[config.mk]
export PLATFORM = sky130hd
export DESIGN_NAME = nco_sweep_ctrl
export DESIGN_NICKNAME = d
export VERILOG_FILES = /design/src/rtl/nco_sweep_pkg.sv /design/src/rtl/nco_dwell_cnt.sv /design/src/rtl/nco_sweep_ctrl.sv
export SDC_FILE = /design/constraint.sdc
export NUM_CORES = 1
export LEC_CHECK = 0
export BUFFER_PORTS_ARGS = -buffer_cell sky130_fd_sc_hd__buf_2
export CAP_MARGIN = 15
export CORE_MARGIN = 3
export CORE_UTILIZATION = 45
export CTS_BUF_LIST = sky130_fd_sc_hd__clkbuf_8
export DETAILED_ROUTE_END_ITERATION = 12
export SLEW_MARGIN = 20
export SYNTH_ARGS = -nofsm -noshare
export SYNTH_HDL_FRONTEND = slang
export SYNTH_SLANG_ARGS = --single-unit
[constraint.sdc]
create_clock -name clk -period 7.35 [get_ports clk]
set_clock_uncertainty 0.15 [all_clocks]
set_input_delay 0.3675 -clock clk [delete_from_list [all_inputs] [get_ports clk]]
set_output_delay 0.3675 -clock clk [all_outputs]
set_load 0.05 [all_outputs]
[src/rtl/nco_sweep_pkg.sv]
// Shared definitions for the NCO frequency-sweep controller: default widths
// and the sweep state encoding.
package nco_sweep_pkg;

    localparam int APR     = 13;
    localparam int DWELL_W = 16;

    typedef enum logic [1:0] {
        IDLE = 2'd0,
        RUN  = 2'd1,
        LAST = 2'd2
    } sweep_state_t;

endpackage

[src/rtl/nco_dwell_cnt.sv]
// Loadable dwell down-counter. Decrements only on enabled cycles and keeps a
// registered zero flag so the sweep FSM never sees a compare path.
module nco_dwell_cnt #(
    parameter int W = 16
) (
    input  logic         clk,
    input  logic         reset,
    input  logic         clken,
    input  logic         en,
    input  logic         load,
    input  logic [W-1:0] load_val,
    output logic         zero
);
    import nco_sweep_pkg::*;

    logic [W-1:0] count;

    // Load has priority over counting; the counter parks at zero.
    always_ff @(posedge clk or posedge reset) begin
        if (reset) begin
            count <= '0;
            zero  <= 1'b1;
        end else if (load) begin
            count <= load_val;
            zero  <= (load_val == '0);
        end else if (en && clken && !zero) begin
            count <= count - W'(1);
            zero  <= (count == W'(1));
        end
    end

endmodule

[src/rtl/nco_sweep_ctrl.sv]
// Frequency-sweep controller producing the NCO phase-increment word as a
// stepped linear ramp from f_start to f_stop, single-shot or continuous.
module nco_sweep_ctrl #(
    parameter int APR     = nco_sweep_pkg::APR,
    parameter int DWELL_W = nco_sweep_pkg::DWELL_W
) (
    input  logic               clk,
    input  logic               reset,
    input  logic               clken,
    input  logic               start,
    input  logic               abort,
    input  logic               continuous,
    input  logic [APR-1:0]     f_start,
    input  logic [APR-1:0]     f_stop,
    input  logic [APR-1:0]     f_step,
    input  logic [DWELL_W-1:0] dwell,
    output logic [APR-1:0]     phi_inc_o,
    output logic               busy,
    output logic               step_strobe,
    output logic               done,
    output logic [1:0]         dbg_state
);
    import nco_sweep_pkg::*;

    sweep_state_t state, state_nxt;

    logic [APR-1:0]     start_q, stop_q, step_q;
    logic [DWELL_W-1:0] dwell_q;
    logic               cont_q;

    logic [APR-1:0]     phi_nxt;
    logic               busy_nxt, strobe_nxt, done_nxt;
    logic               latch_cfg;
    logic               cnt_load, cnt_zero;
    logic [DWELL_W-1:0] cnt_val;

    // One extra bit so the step can overshoot f_stop without wrapping.
    logic [APR:0] sum;
    assign sum = {1'b0, phi_inc_o} + {1'b0, step_q};

    assign dbg_state = state;

    nco_dwell_cnt #(.W(DWELL_W)) u_dwell (
        .clk      (clk),
        .reset    (reset),
        .clken    (clken),
        .en       (state != IDLE),
        .load     (cnt_load),
        .load_val (cnt_val),
        .zero     (cnt_zero)
    );

    always_comb begin
        state_nxt  = state;
        phi_nxt    = phi_inc_o;
        busy_nxt   = busy;
        strobe_nxt = 1'b0;
        done_nxt   = 1'b0;
        latch_cfg  = 1'b0;
        cnt_load   = 1'b0;
        cnt_val    = dwell_q;
        if (abort) begin
            state_nxt = IDLE;
            phi_nxt   = '0;
            busy_nxt  = 1'b0;
        end else begin
            case (state)
                IDLE: begin
                    if (start) begin
                        latch_cfg  = 1'b1;
                        phi_nxt    = f_start;
                        cnt_load   = 1'b1;
                        cnt_val    = dwell;
                        busy_nxt   = 1'b1;
                        strobe_nxt = 1'b1;
                        state_nxt  = (f_stop <= f_start) ? LAST : RUN;
                    end
                end
                RUN: begin
                    if (clken && cnt_zero) begin
                        cnt_load   = 1'b1;
                        strobe_nxt = 1'b1;
                        if (sum >= {1'b0, stop_q}) begin
                            phi_nxt   = stop_q;
                            state_nxt = LAST;
                        end else begin
                            phi_nxt = sum[APR-1:0];
                        end
                    end
                end
                LAST: begin
                    if (clken && cnt_zero) begin
                        done_nxt = 1'b1;
                        if (cont_q) begin
                            phi_nxt    = start_q;
                            cnt_load   = 1'b1;
                            strobe_nxt = 1'b1;
                            state_nxt  = (stop_q <= start_q) ? LAST : RUN;
                        end else begin
                            // Single-shot: the final word stays on the NCO.
                            state_nxt = IDLE;
                            busy_nxt  = 1'b0;
                        end
                    end
                end
                default: begin
                    state_nxt = IDLE;
                    phi_nxt   = '0;
                    busy_nxt  = 1'b0;
                end
            endcase
        end
    end

    always_ff @(posedge clk or posedge reset) begin
        if (reset) begin
            state       <= IDLE;
            phi_inc_o   <= '0;
            busy        <= 1'b0;
            step_strobe <= 1'b0;
            done        <= 1'b0;
            start_q     <= '0;
            stop_q      <= '0;
            step_q      <= '0;
            dwell_q     <= '0;
            cont_q      <= 1'b0;
        end else begin
            state       <= state_nxt;
            phi_inc_o   <= phi_nxt;
            busy        <= busy_nxt;
            step_strobe <= strobe_nxt;
            done        <= done_nxt;
            if (latch_cfg) begin
                start_q <= f_start;
                stop_q  <= f_stop;
                step_q  <= f_step;
                dwell_q <= dwell;
                cont_q  <= continuous;
            end
        end
    end

endmodule

==> metrics <==
status=finished, final reports clean; final instance area=6499 µm²; cell count after synthesis=609; hpwl dp=10.79 mm; maximum clock rate=0.2168 GHz; power consumption=2.779 mW; CTS-repair resized insts=0; maxcap violations=0; Setup Total Neg Slack=0 ps; Root Buffer=clkbuf_8; Yosys top cell area share=39.10%; Place WS=2835 ps; initial antenna violation count=0; Fin. Hold Viols=0; WL/cell=16.63 µm; Routed Antenna Nets=0; Post-synth top cells=dfrtp_1 (90), inv_1 (56), ha_1 (54); Inst Count DP=837; Synth cell types=63; clock-pin slew of the registers on the worst-case setup and hold paths=90 ps; vias in the first global route=4,642; share of cells above drive strength 1=19.83%; Hold Buf Count CTS=1; endpoints failing setup=0; RD Place Congestion=0.9048; first-pass GRT wire length=23.71 mm; Async S/R FF share, synth=100.0%; mean post-synth cell area=9.459 µm²; cell taking the most area after synthesis=dfrtp_1; setup ws final=2738 ps; synthesized flop and latch total=91; Seq/Total Area, Yosys=39.55%; Ys Warns=0; synth top area cells=dfrtp_1 (39%), ha_1 (12%), mux2_2 (4.5%); row count=40; Hold WS=49.11 ps; final critical-path required period=4612 ps; die height=119.1 µm; Area after DPL=6261 µm²; post-CTS setup buffer count=0; final std cells w/o fill=854; Top FF cell, synth=dfrtp_1; Pre-Repair DR Iteration Count=5; CP required=7480 ps; period utilization=62.75%; Area Growth Syn to Fin=12.81%; Crit Path Class=flop to flop; leakage=3.028 nW; GRT Total Usage=20.94%; Starting Density=46.98%; Post-synth EDFFs=0; unrepaired setup endpoints after global routing=no; Port Buf Inserts=78; routed wire length=14.20 mm; largest net degree at the start of global routing=87; Max Fanout on Critical Path=28; clk sinks=91; worst skew pair latency=380 ps; relative slew slack=29.82%; NumNets Final=797; DIE AREA=14,190 µm²; number of CTS-inserted buffers=9; via/cell ratio=5.607; num ports=79; crit start category=flop; Pwr Density=427.7 nW/µm²; cell with the most instances after synthesis=dfrtp_1; initial drt markers=311; die width=119.1 µm; Final Max Slew Viols=0; Clock Path Buffers=2; post-layout util=53.00%; DRC violations left=0; CTS tree=yes; critical path arrival=4740 ps; Hold Crit Class=input port to flop; vias=4,788; number of inserted diodes=0; worst-margin pin slew=1053 ps; GRT overflow=0; Worst Setup End Kind=flop; H-Tree Depth=3; syn_nets=725; post-synth design cell area=5761 µm²; maximum vdd drop=0.0001996 V; Std-Cell Core Area=12,260 µm²
layout by cell type (no fill, tap or decap), drive strengths merged, types with 7 or more instances in the layout:
cell type  netlist  routed
nand4            7       7
ha              54      54
o311ai          13      13
buf             11      82
nor2            45      45
mux2i           21      21
a211oi           7       7
dfrtp           90      90
nor4             7       7
nand2           52      52
nand3           26      26
a21oi           35      35
xor2             8       8
a31oi            7       7
o21ai           51      51
nor3            11      11
clkbuf          11      11
inv             56      56
mux2            23      23
worst max-delay path: stages, from the launching register on:
cell	delay (ps)
dfrtp_1	410
ha_1	250
fa_1	430
a21oi_1	210
o22ai_1	140
o41ai_1	430
o21bai_1	120
a21oi_1	190
xnor2_1	170
ha_1	280
o21a_1	170
a21oi_1	130
o31ai_1	120
a221oi_4	900
o31ai_1	150
a31o_2	250
worst paths after layout:
path	start	end	slack [ps]	depth (start not counted)
setup / recovery	phi_inc_o[0]	phi_inc_o[10]	2740	15
hold / removal	continuous	cont_q	50	3
setup reg to reg	phi_inc_o[0]	phi_inc_o[10]	2740	15
hold reg to reg	dwell_q[12]	dwell_q[12]	360	2
max in group asynchronous	reset	step_q[9]	5480	4
min in group asynchronous	reset	dwell_q[7]	420	3
routing by layer:
layer | vias to the layer above | global-route usage (%) | routed length (µm) | share of wire (%)
met5 | - | 0 | 0 | 0
met3 | 16 | 4.368 | 991 | 7.0
li1 | 2333 | - | - | -
met2 | 132 | 29.78 | 5972 | 42
met4 | 0 | 7.386 | 242 | 1.7
met1 | 2307 | 31.37 | 6992 | 49
power breakdown:
part	leakage [nW]	internal, mW	switching, mW
Sequential	1.12	0.717	0.162
Combinational	1.79	0.588	0.918
Clock	0.117	0.208	0.185
Total	3.03	1.51	1.27
logic make-up after synthesis:
kind of cell / count (synthesis) / share of synthesized area (%)
AOI/OAI and AO/OA: 156 / 17.66
xor gates and xnor gates: 12 / 1.824
adders and majority gates: 55 / 12.08
buffers and inverters: 78 / 5.929
DFF: 91 / 39.55
muxes: 44 / 8.145
and+or+nand+nor: 173 / 14.81
layout make-up:
type                       count  area [µm²]
sequential                    91        2278
multi-input combinational    440        3141
tap                          168       210.2
inverter                      56       211.5
timing repair buffer          83       430.4
clock inverter                 5       76.32
clock buffer                  11       151.4
fill                        1112        5763
sequential cells by signal (all words and copies together), names as in the netlist, 2 cells and up:
| name | cells |
|---|---|
| dwell_q | 16 |
| u_dwell.count | 16 |
| phi_inc_o | 13 |
| start_q | 13 |
| step_q | 13 |
| stop_q | 13 |
| dbg_state | 2 |
Note: power is estimated with default switching activity, not from simulation.
